## config.mk

```make
export PLATFORM = sky130hd
export DESIGN_NAME = matrix_result_streamer
export DESIGN_NICKNAME = d
export VERILOG_FILES = /design/src/rtl/matrix_result_streamer.sv
export SDC_FILE = /design/constraint.sdc
export NUM_CORES = 1
export LEC_CHECK = 0
export ABC_AREA = 1
export CAP_MARGIN = 10
export CORE_UTILIZATION = 50
export CTS_CLUSTER_DIAMETER = 60
export DETAILED_ROUTE_END_ITERATION = 8
export PLACE_DENSITY = 0.79
export SLEW_MARGIN = 0
export SYNTH_ARGS = -nofsm -noshare
export SYNTH_HDL_FRONTEND = slang
export SYNTH_SLANG_ARGS = --single-unit
```

## constraint.sdc

```tcl
create_clock -name i_clk -period 2 [get_ports i_clk]
set_input_delay 0.3 -clock i_clk [delete_from_list [all_inputs] [get_ports i_clk]]
set_output_delay 0.3 -clock i_clk [all_outputs]
set_load 0.02 [all_outputs]
```

## src/rtl/matrix_result_streamer.sv

```systemverilog
// Captures an N x N result matrix on a valid pulse and streams it row-major on a valid/ready byte port.
// Optional second holding buffer: define MATRIX_RESULT_STREAMER_DBUF_EN.
//
// state   | meaning
// S_IDLE  | no matrix held, o_valid low, waiting for i_validResult
// S_STREAM| matrix held, presenting hold[row][col] until the last element transfers
module matrix_result_streamer #(
   parameter int N          = 4,
   parameter int W          = 8,
   parameter int DROP_CNT_W = 8
) (
   input  logic                                  i_clk,
   input  logic                                  i_rst_n,
   input  logic signed [N-1:0][N-1:0][W-1:0]     i_c,
   input  logic                                  i_validResult,
   output logic        [W-1:0]                   o_data,
   output logic                                  o_valid,
   input  logic                                  i_ready,
   output logic                                  o_last,
   output logic                                  o_busy,
   output logic                                  o_overflow,
   output logic        [DROP_CNT_W-1:0]          o_dropCount
);

   localparam int RW = (N > 1) ? $clog2(N) : 1;
   localparam logic [RW-1:0] LAST_IDX = RW'(N - 1);

   typedef enum logic {S_IDLE, S_STREAM} state_t;

   state_t                        state_q;
   logic [N-1:0][N-1:0][W-1:0]    hold_q;
   logic [RW-1:0]                 row_q, col_q;
   logic [RW-1:0]                 row_d, col_d;
   logic [W-1:0]                  data_q;
   logic                          valid_q, last_q, ovf_q;
   logic [DROP_CNT_W-1:0]         drop_q;
   logic                          xfer, final_xfer, drop_now;

`ifdef MATRIX_RESULT_STREAMER_DBUF_EN
   logic [N-1:0][N-1:0][W-1:0]    hold2_q;
   logic                          full2_q;
`endif

   assign xfer       = valid_q & i_ready;
   assign final_xfer = xfer & last_q;

`ifdef MATRIX_RESULT_STREAMER_DBUF_EN
   assign drop_now = (state_q == S_STREAM) & i_validResult & ~final_xfer & full2_q;
   assign o_busy   = (state_q == S_STREAM) | full2_q;
`else
   assign drop_now = (state_q == S_STREAM) & i_validResult & ~final_xfer;
   assign o_busy   = (state_q == S_STREAM);
`endif

   // Row-major successor of the element currently presented.
   always_comb begin
      row_d = row_q;
      col_d = col_q;
      if (col_q == LAST_IDX) begin
         col_d = '0;
         row_d = row_q + 1'b1;
      end else begin
         col_d = col_q + 1'b1;
      end
   end

   always_ff @(posedge i_clk) begin
      if (!i_rst_n) begin
         state_q <= S_IDLE;
         hold_q  <= '0;
         row_q   <= '0;
         col_q   <= '0;
         data_q  <= '0;
         valid_q <= 1'b0;
         last_q  <= 1'b0;
         ovf_q   <= 1'b0;
         drop_q  <= '0;
`ifdef MATRIX_RESULT_STREAMER_DBUF_EN
         hold2_q <= '0;
         full2_q <= 1'b0;
`endif
      end else begin
         ovf_q <= drop_now;
         if (drop_now && (drop_q != {DROP_CNT_W{1'b1}}))
            drop_q <= drop_q + 1'b1;

         case (state_q)
            S_IDLE: begin
               if (i_validResult) begin
                  hold_q  <= i_c;
                  row_q   <= '0;
                  col_q   <= '0;
                  data_q  <= i_c[0][0];
                  valid_q <= 1'b1;
                  last_q  <= 1'b0;
                  state_q <= S_STREAM;
               end
            end
            S_STREAM: begin
               if (final_xfer) begin
                  row_q  <= '0;
                  col_q  <= '0;
                  last_q <= 1'b0;
`ifdef MATRIX_RESULT_STREAMER_DBUF_EN
                  if (full2_q) begin
                     hold_q  <= hold2_q;
                     data_q  <= hold2_q[0][0];
                     full2_q <= i_validResult;
                     if (i_validResult)
                        hold2_q <= i_c;
                  end else if (i_validResult) begin
                     hold_q <= i_c;
                     data_q <= i_c[0][0];
                  end else begin
                     valid_q <= 1'b0;
                     data_q  <= '0;
                     state_q <= S_IDLE;
                  end
`else
                  if (i_validResult) begin
                     hold_q <= i_c;
                     data_q <= i_c[0][0];
                  end else begin
                     valid_q <= 1'b0;
                     data_q  <= '0;
                     state_q <= S_IDLE;
                  end
`endif
               end else begin
                  if (xfer) begin
                     row_q  <= row_d;
                     col_q  <= col_d;
                     data_q <= hold_q[row_d][col_d];
                     last_q <= (row_d == LAST_IDX) && (col_d == LAST_IDX);
                  end
`ifdef MATRIX_RESULT_STREAMER_DBUF_EN
                  if (i_validResult && !full2_q) begin
                     hold2_q <= i_c;
                     full2_q <= 1'b1;
                  end
`endif
               end
            end
            default: state_q <= S_IDLE;
         endcase
      end
   end

   assign o_data      = data_q;
   assign o_valid     = valid_q;
   assign o_last      = last_q;
   assign o_overflow  = ovf_q;
   assign o_dropCount = drop_q;

endmodule

```

==> metrics.txt, run 1 <==
status completed; biggest area consumer among synthesized cells dfxtp_1; fill count 1083; GP Congestion 0.9459; DRC viols 0; CTS Hold Bufs 0; endpoints failing hold 0; synthesized flop and latch total 152; unique cell type count in the Yosys netlist 23; global-route wire length before repair 33.08 mm; CP max FO 12; Post-DRT Antenna Nets 0; fin crit period 1.909 ns; Peak VDD IR 0.6172 mV; # H-tree levels 4; dpl hpwl 14.50 mm; Setup CP Type flop to flop; Via density 5.406; antenna cell count 0; Core ar. 13450 µm²; clk_lat worst skew 0.42 ns; GRT Residual Overflow 0; Pins Over Slew Limit 0; Rows 42; pre-CTS setup slack -0.01409 ns; critical path buffer and inverter count 3; Die Y 120.5 µm; Synth Net Count 1148; Clock Skew 0.005762 ns; Setup WS post-layout 0.09108 ns; Slew Limit Headroom 65.41%; Syn Std Cell Area 7020 µm²; worst path arrival time 2.23 ns; Die ar. 14520 µm²; P&R area growth vs syn 35.06%; startpoint types flop; Yosys warnings 0; register area share after synthesis 43.34%; WL/cell 15.59 µm; layout cells sized above 1 7.369%; min-delay worst type primary input to flop; Critical Path Sink Type flop; # Max-Cap Violations 0; initial antenna violation count 0; CTS buffer count 17; critical path's most frequent cell nand3_1; initial core utilization 52.19%; CP top delay family simple AND/OR/NAND/NOR gates; CTS tree yes; area of the multi-input gates 3015 µm²; register clock-pin slew on the reported worst setup and hold paths 0.06 ns; Final setup viols 0; Hold Crit Depth 3; post-synth top area share 43.34%; total number of vias 7260; critical path's largest stage delay 0.35 ns; PwrDens 797.0 nW/µm²; measured slew at the worst slew-check pin 0.5157 ns; Total GRT Usage 29.34%; Power Total 7556 µW; leak pwr 0.004103 µW; Levels on crit path 12; Max Clk Rate 0.5239 GHz; drt pass-1 iters 7; Syn Inst Count 1011; largest net degree at the start of global routing 76; Setup Buffers After CTS 0; # IOs 152; Max clock buf depth 2; vias in the first global route 6685; clock sink count 152; RSZ-0062 raised after global routing true; Initial DRC Count 767; Final period util 95.45%; Total Routed Length 20.94 mm; Reg2Reg Depth 12; root buf cell clkbuf_16; # port buffers 151; Reg area 3045 µm²; Synth area leaders dfxtp_1 43%, nand3_1 13%, o21ai_0 9.9%, a21oi_1 9.6%, inv_1 8.7%; Syn Area/Cell 6.944 µm²; Die X 120.5 µm; cell breakdown of the critical path ha_4 > inv_2 > nand2_1 > nand2_2 > buf_4 > nand2_1 > nand3_1 > nand3_1 > nand3_1 > nand3_1 > nand2_1 > inv_1; worst hold slack 0.1939 ns; post-layout net count 1291; Crit path required time 2.32 ns; Worst path slowest cell dfxtp_2
[power by group]
part / internal, µW / leakage [µW] / switching (µW)
Combinational: 554 / 0.00257 / 620
Sequential: 3260 / 0.00126 / 72.3
Clock: 1840 / 0.000277 / 1210
[routing by layer]
layer  global-route usage [%]  routed length, µm  up-vias
met2                    46.62               9517      353
met5                        0                  0        -
met1                    38.87               8908     3274
met3                    5.047               1780       56
li1                         -                  -     3577
met4                    13.50                737        0
[layout make-up]
class / count / area share [%]
clock buffers: 25 / 5.226
clock inverters: 7 / 0.6994
inverters: 167 / 6.690
multi-input cells: 620 / 31.80
flip-flops and latches: 152 / 32.12
well taps: 176 / 2.323
repair buffers: 196 / 21.14
[registers in the layout, summed over array words and instances (netlist names)]
name         count
col_q            2
hold_q         128
o_busy           1
o_data           8
o_dropCount      8
o_last           1
o_overflow       1
o_valid          1
row_q            2
[Yosys cell counts]
cell type / instances
inv_1: 163
a21oi_1: 135
ha_1: 5
nor2_2: 2
dfxtp_1: 152
clkbuf_1: 41
nand3_1: 179
xor2_1: 1
nor2_1: 36
a31oi_1: 1
buf_6: 7
nand2_1: 109
inv_2: 3
a21oi_2: 1
buf_2: 23
clkinv_1: 1
nand2_2: 2
a22oi_1: 1
nand3b_1: 3
buf_4: 1
xnor2_1: 2
o21ai_0: 139
nand4_1: 4
[path summary, 6_finish.rpt]
| kind | startpoint | to | slack, ns |
|---|---|---|---|
| min reg2reg | hold_q[11] | hold_q[11] | 0.45 |
| min | i_rst_n | o_dropCount[3] | 0.19 |
| max | col_q[1] | o_data[1] | 0.09 |
| max reg2reg | col_q[1] | o_data[1] | 0.09 |
[timing repair]
action	in CTS	in global routing
pin swaps	0	0
gates resized for setup	2	4
setup endpoints to repair	7	8
gates cloned	0	2
[cells by family after synthesis]
kind of cell,synth area share [%]
AND/OR/NAND/NOR,21.55
buffers and inverters,13.99
XOR/XNOR,0.3743
flip-flops,43.34
AO/OA/AOI/OAI,19.85
adder cells (fa/ha/maj),0.8911
[cell usage in the layout, fill, tap and decap left out, drive strengths merged]
master | Yosys | final
dfxtp | 152 | 152
nand2 | 111 | 111
nand4 | 4 | 4
xor2 | 1 | 1
inv | 166 | 167
ha | 5 | 5
nand3 | 179 | 179
nand3b | 3 | 3
clkdlybuf4s50 | 0 | 150
clkinvlp | 0 | 1
o21ai | 139 | 139
a22oi | 1 | 1
bufinv | 0 | 1
xnor2 | 2 | 2
clkinv | 1 | 5
buf | 31 | 44
nor2 | 38 | 38
clkbuf | 41 | 27
a21oi | 136 | 136
a31oi | 1 | 1
[tightest hold or removal path, stage by stage]
cell,delay [ns]
buf_2,0.16
nand2_1,0.08
a21oi_1,0.03
[per-stage QoR]
stage                     std cells  setup TNS [ns]  cell area (µm²)  utilization (%)
after CTS                      1341               0             9422            70.03
final                          1343               0             9482            70.48
after global routing           1343               0             9482            70.48
after floorplan                1011               0             7020                -
after global placement         1309               0             8847            65.76
after detailed placement       1309        -0.04292             8847            65.76
(Power assumes the default switching activity.)
==> run 2, diff against run 1 <==
--- a/config.mk
+++ b/config.mk
@@ -11,7 +11,7 @@
 export CTS_CLUSTER_DIAMETER = 60
 export DETAILED_ROUTE_END_ITERATION = 8
 export PLACE_DENSITY = 0.79
-export SLEW_MARGIN = 0
+export SETUP_SLACK_MARGIN = 0.2
 export SYNTH_ARGS = -nofsm -noshare
 export SYNTH_HDL_FRONTEND = slang
 export SYNTH_SLANG_ARGS = --single-unit
==> run 2 against run 1 <==
- hold slack lost 0.0062 ns
- cell count grew 1.0%
- sequential power is essentially flat
- largest cell class is now multi-input combinational cells
- highest routed layer unchanged
==> metrics.txt, run 2 (synthesized netlist as in run 1, its figures left out) <==
Worst path slowest cell dfxtp_4; Max Clk Rate 0.5487 GHz; worst path arrival time 2.15 ns; max reg flops 128; startpoint types flop; global-route wire length before repair 33.84 mm; met2 track demand over resource 47.95%; Crit path required time 2.33 ns; fin crit period 1.822 ns; Peak VDD IR 0.6144 mV; largest net degree at the start of global routing 76; Via density 5.600; status completed; Top reg by flops hold_q; GP Congestion 0.9459; dpl hpwl 14.50 mm; Die X 120.5 µm; endpoints failing hold 0; Reg2Reg Depth 12; Initial DRC Count 1033; PwrDens 764.7 nW/µm²; fill count 1011; clock sink count 152; DP Area 8847 µm²; Rows 42; Setup CP Type flop to flop; Pins Over Slew Limit 0; M3 GR Usage 6.368%; Core ar. 13450 µm²; critical path buffer and inverter count 3; leak pwr 0.004339 µW; # Max-Cap Violations 0; Max clock buf depth 2; min-delay src i_rst_n; Post-DRT Antenna Nets 0; CP max FO 8; drt pass-1 iters 6; Slew Limit Headroom 65.56%; worst hold slack 0.1877 ns; # H-tree levels 4; R2R Path End o_data[6]; initial core utilization 52.19%; flop-to-flop setup slack 0.18 ns; # IOs 152; Worst R2R Start col_q[0]; P&R area growth vs syn 41.38%; measured slew at the worst slew-check pin 0.5134 ns; register clock-pin slew on the reported worst setup and hold paths 0.06 ns; # port buffers 151; total number of vias 7599; CP top delay family simple AND/OR/NAND/NOR gates; met1 Use GR 38.42%; min-delay worst type primary input to flop; CTS tree yes; final core occ 73.78%; RSZ-0062 raised after global routing true; post-layout net count 1305; Final period util 91.12%; critical path's largest stage delay 0.37 ns; CTS Hold Bufs 0; Die ar. 14520 µm²; cell breakdown of the critical path ha_4 > nand2_8 > buf_12 > nand2_2 > nand2_4 > clkbuf_16 > nand3_2 > nand3_2 > nand3_1 > nand3_1 > nand2_1 > inv_1; Clock Skew 0.005157 ns; most common cell after layout, fill and taps aside inv_1; WL/cell 16.87 µm; commonest cells after routing, fill and taps aside 163 x inv_1, 156 x nand3_1, 149 x dfxtp_1; CTS buffer count 17; clk_lat worst skew 0.43 ns; layout cells sized above 1 10.92%; initial antenna violation count 0; GR peak layer met2; post-layout instance area 9926 µm²; antenna cell count 0; Hold Crit Depth 3; root buf cell clkbuf_16; Final setup viols 0; GRT Residual Overflow 0; Die Y 120.5 µm; DRC viols 0; Critical Path Sink Type flop; WHS Endpoint o_dropCount[3]; Total Routed Length 22.89 mm; setup_tns 0 ns; vias in the first global route 6831; Total GRT Usage 30.07%
[run 2: per-stage QoR]
step / std cells / total power [µW] / worst slack [ns]
after global placement: 1309 / 4520 / 0.01645
final: 1357 / 7590 / 0.1776
after floorplan: 1011 / 3981 / 0.2647
after detailed placement: 1309 / 4544 / -0.01409
after global routing: 1357 / 7865 / 0.1241
after CTS: 1346 / 7554 / 0.2005
[run 2: cell type report]
class	count	area (µm²)	area share (%)
Clock buffer	25	495.5	4.992
Clock inverter	7	66.31	0.6681
Timing Repair Buffer	210	2275	22.92
Multi-Input combinational cell	620	3181	32.04
Tap cell	176	220.2	2.219
Inverter	167	636.9	6.416
Sequential cell	152	3052	30.75
[run 2: worst reg2reg max path: stages, from the launching register on]
cell and delay [ns]:
dfxtp_4 0.37, ha_4 0.20, nand2_8 0.10, buf_12 0.15
nand2_2 0.07, nand2_4 0.11, clkbuf_16 0.20, nand3_2 0.10
nand3_2 0.12, nand3_1 0.11, nand3_1 0.09, nand2_1 0.07
inv_1 0.03
[run 2: power by group]
part	switching [µW]	internal (µW)	total, µW
clock	1210	1840	3050
sequential	73.8	3260	3330
combinational	648	561	1210
[run 2: metal layers]
metal	part of all wire (%)	wire (µm)
met1	40	9152
met2	45	10360
met3	11	2412
met4	4.2	967
met5	0	0
[run 2: what timing repair did]
action | CTS | global route
resized for setup | 14 | 42
setup endpoints to repair | 9 | 14
buffers inserted | 3 | 4
gates cloned | 2 | 7
endpoints found under the hold margin | 0 | 0
pin swaps | 2 | 7
[run 2: worst max path at each step]
stage / startpoint / to / slack [ns] / cells past startpoint
after floorplan: o_busy / o_data[3] / 0.26 / 9
after global placement: i_ready / hold_q[34] / 0.02 / 11
after detailed placement: i_ready / hold_q[34] / -0.01 / 11
after CTS: col_q[1] / o_data[3] / 0.20 / 12
after global routing: col_q[0] / o_data[6] / 0.12 / 12
final: col_q[0] / o_data[6] / 0.18 / 12
==> run 3, diff against run 2 <==
--- a/config.mk
+++ b/config.mk
@@ -7,10 +7,9 @@
 export LEC_CHECK = 0
 export ABC_AREA = 1
 export CAP_MARGIN = 10
-export CORE_UTILIZATION = 50
+export CORE_UTILIZATION = 35
 export CTS_CLUSTER_DIAMETER = 60
 export DETAILED_ROUTE_END_ITERATION = 8
-export PLACE_DENSITY = 0.79
 export SETUP_SLACK_MARGIN = 0.2
 export SYNTH_ARGS = -nofsm -noshare
 export SYNTH_HDL_FRONTEND = slang
==> run 3 against run 2 <==
- hold slack better by 0.26 ns
- flip-flop and latch count did not move
- die area rose by 42%
- maximum frequency up 3.5%
- combinational power is 4% lower
- global-route usage is 7.7 points lower
- critical path depth fell by 1
- sequential share of layout area increased by 0.30 points
- register-to-register slack better by 0.06 ns
- core utilization decreased by 24 points
==> metrics.txt, run 3 (synthesized netlist as in run 1, its figures left out) <==
drt pass-1 iters 5; measured slew at the worst slew-check pin 0.5782 ns; Final period util 88.00%; Worst R2R Start col_q[0]; register clock-pin slew on the reported worst setup and hold paths 0.06 ns; post-layout net count 1293; # H-tree levels 4; vias in the first global route 6626; GRT Residual Overflow 0; Setup WS post-layout 0.2401 ns; Core ar. 19590 µm²; Slew Limit Headroom 61.22%; CTS tree yes; # IOs 152; WHS Endpoint row_q[1]; Initial DRC Count 559; fin crit period 1.760 ns; pre-CTS setup slack 0.05128 ns; initial core utilization 35.84%; layout cells sized above 1 8.811%; CP Launch Point col_q[0]; most common cell after layout, fill and taps aside nand3_1; dpl hpwl 16.06 mm; Via density 4.977; Max Clk Rate 0.5682 GHz; leak pwr 0.004221 µW; CP max FO 14; root buf cell clkbuf_16; worst path arrival time 2.09 ns; min-delay worst type primary input to flop; global-route wire length before repair 34.63 mm; clock sink count 152; Reg2Reg Depth 11; PwrDens 816.6 nW/µm²; # Max-Cap Violations 0; initial antenna violation count 0; Top reg by flops hold_q; CTS buffer count 17; R2R Path End o_data[7]; Total Routed Length 22.22 mm; Die ar. 20630 µm²; startpoint types flop; Die X 143.6 µm; Clock Skew 0.006772 ns; DRC viols 0; Setup CP Type flop to flop; P&R area growth vs syn 39.74%; Hold Crit Depth 3; largest net degree at the start of global routing 134; Setup Buffers After CTS 0; GP Congestion 0.9151; Rows 51; endpoints failing hold 0; fill count 1978; flop-to-flop setup slack 0.24 ns; Die Y 143.6 µm; max reg flops 128; setup_tns 0 ns; Max clock buf depth 2; min-delay src i_rst_n; Final setup viols 0; total number of vias 7137; clk_lat worst skew 0.43 ns; WL/cell 15.50 µm; Total GRT Usage 22.36%; commonest cells after routing, fill and taps aside 170 x nand3_1, 163 x inv_1, 150 x dfxtp_1; Post-DRT Antenna Nets 0; Peak VDD IR 0.5786 mV; Crit path required time 2.33 ns; Pins Over Slew Limit 0; antenna cell count 0; Critical Path Sink Type flop; # port buffers 151; RSZ-0062 raised after global routing true; status completed
run 3: per-stage QoR:
step / std cells / power (µW) / utilization [%] / hold slack, ns / cell area (µm²)
global route: 1434 / 8346 / 50.08 / 0.4620 / 9811
CTS: 1434 / 8068 / 49.70 / 0.4422 / 9737
global placement: 1400 / 4548 / 45.88 / 0.4409 / 8989
floorplan: 1011 / 3981 / - / 0.4297 / 7020
finish: 1434 / 8011 / 50.08 / 0.4445 / 9811
detailed placement: 1400 / 4553 / 45.88 / 0.4444 / 8989
run 3: layout make-up:
type	instances	area [µm²]	area share (%)
Multi-Input combinational cell	620	3087	31.46
Clock inverter	12	188.9	1.926
Sequential cell	152	3045	31.04
Inverter	167	634.4	6.466
Clock buffer	20	456.7	4.655
Timing Repair Buffer	198	2067	21.07
Tap cell	265	331.6	3.380
run 3: worst max-delay path by stage:
stage	slack (ns)	to
after floorplan	0.26	o_data[3]
after global placement	0.04	o_last
after detailed placement	0.05	hold_q[75]
after CTS	0.20	o_data[1]
after global routing	0.17	o_data[4]
final	0.24	o_data[7]
run 3: metal layers:
layer | part of all wire [%] | routed length [µm] | global-route usage (%)
met3 | 5.1 | 1141 | 3.399
met2 | 46 | 10300 | 35.56
met1 | 46 | 10240 | 30.30
met5 | 0 | 0 | 0
met4 | 2.5 | 548 | 8.791
run 3: report_power, final:
part / internal, µW / switching [µW] / total [µW]
sequential: 3260 / 72.0 / 3330
clock: 2180 / 1340 / 3520
combinational: 553 / 611 / 1160
total: 5980 / 2030 / 8010
run 3: repair_timing:
item,4_1_cts,5_1_grt
endpoints found under the setup margin,9,10
cloned,2,0
hold buffers,0,0
pin swaps,1,0
resized for setup,12,17
run 3: critical path, cell delays in order (launching register included):
cell and delay, ns:
dfxtp_2 0.33, ha_4 0.17, buf_4 0.14, nand3_1 0.09
nand2_2 0.10, bufbuf_16 0.30, nand3_1 0.15, nand3_1 0.09
nand3_1 0.08, nand3_1 0.09, nand2_1 0.07, inv_1 0.03
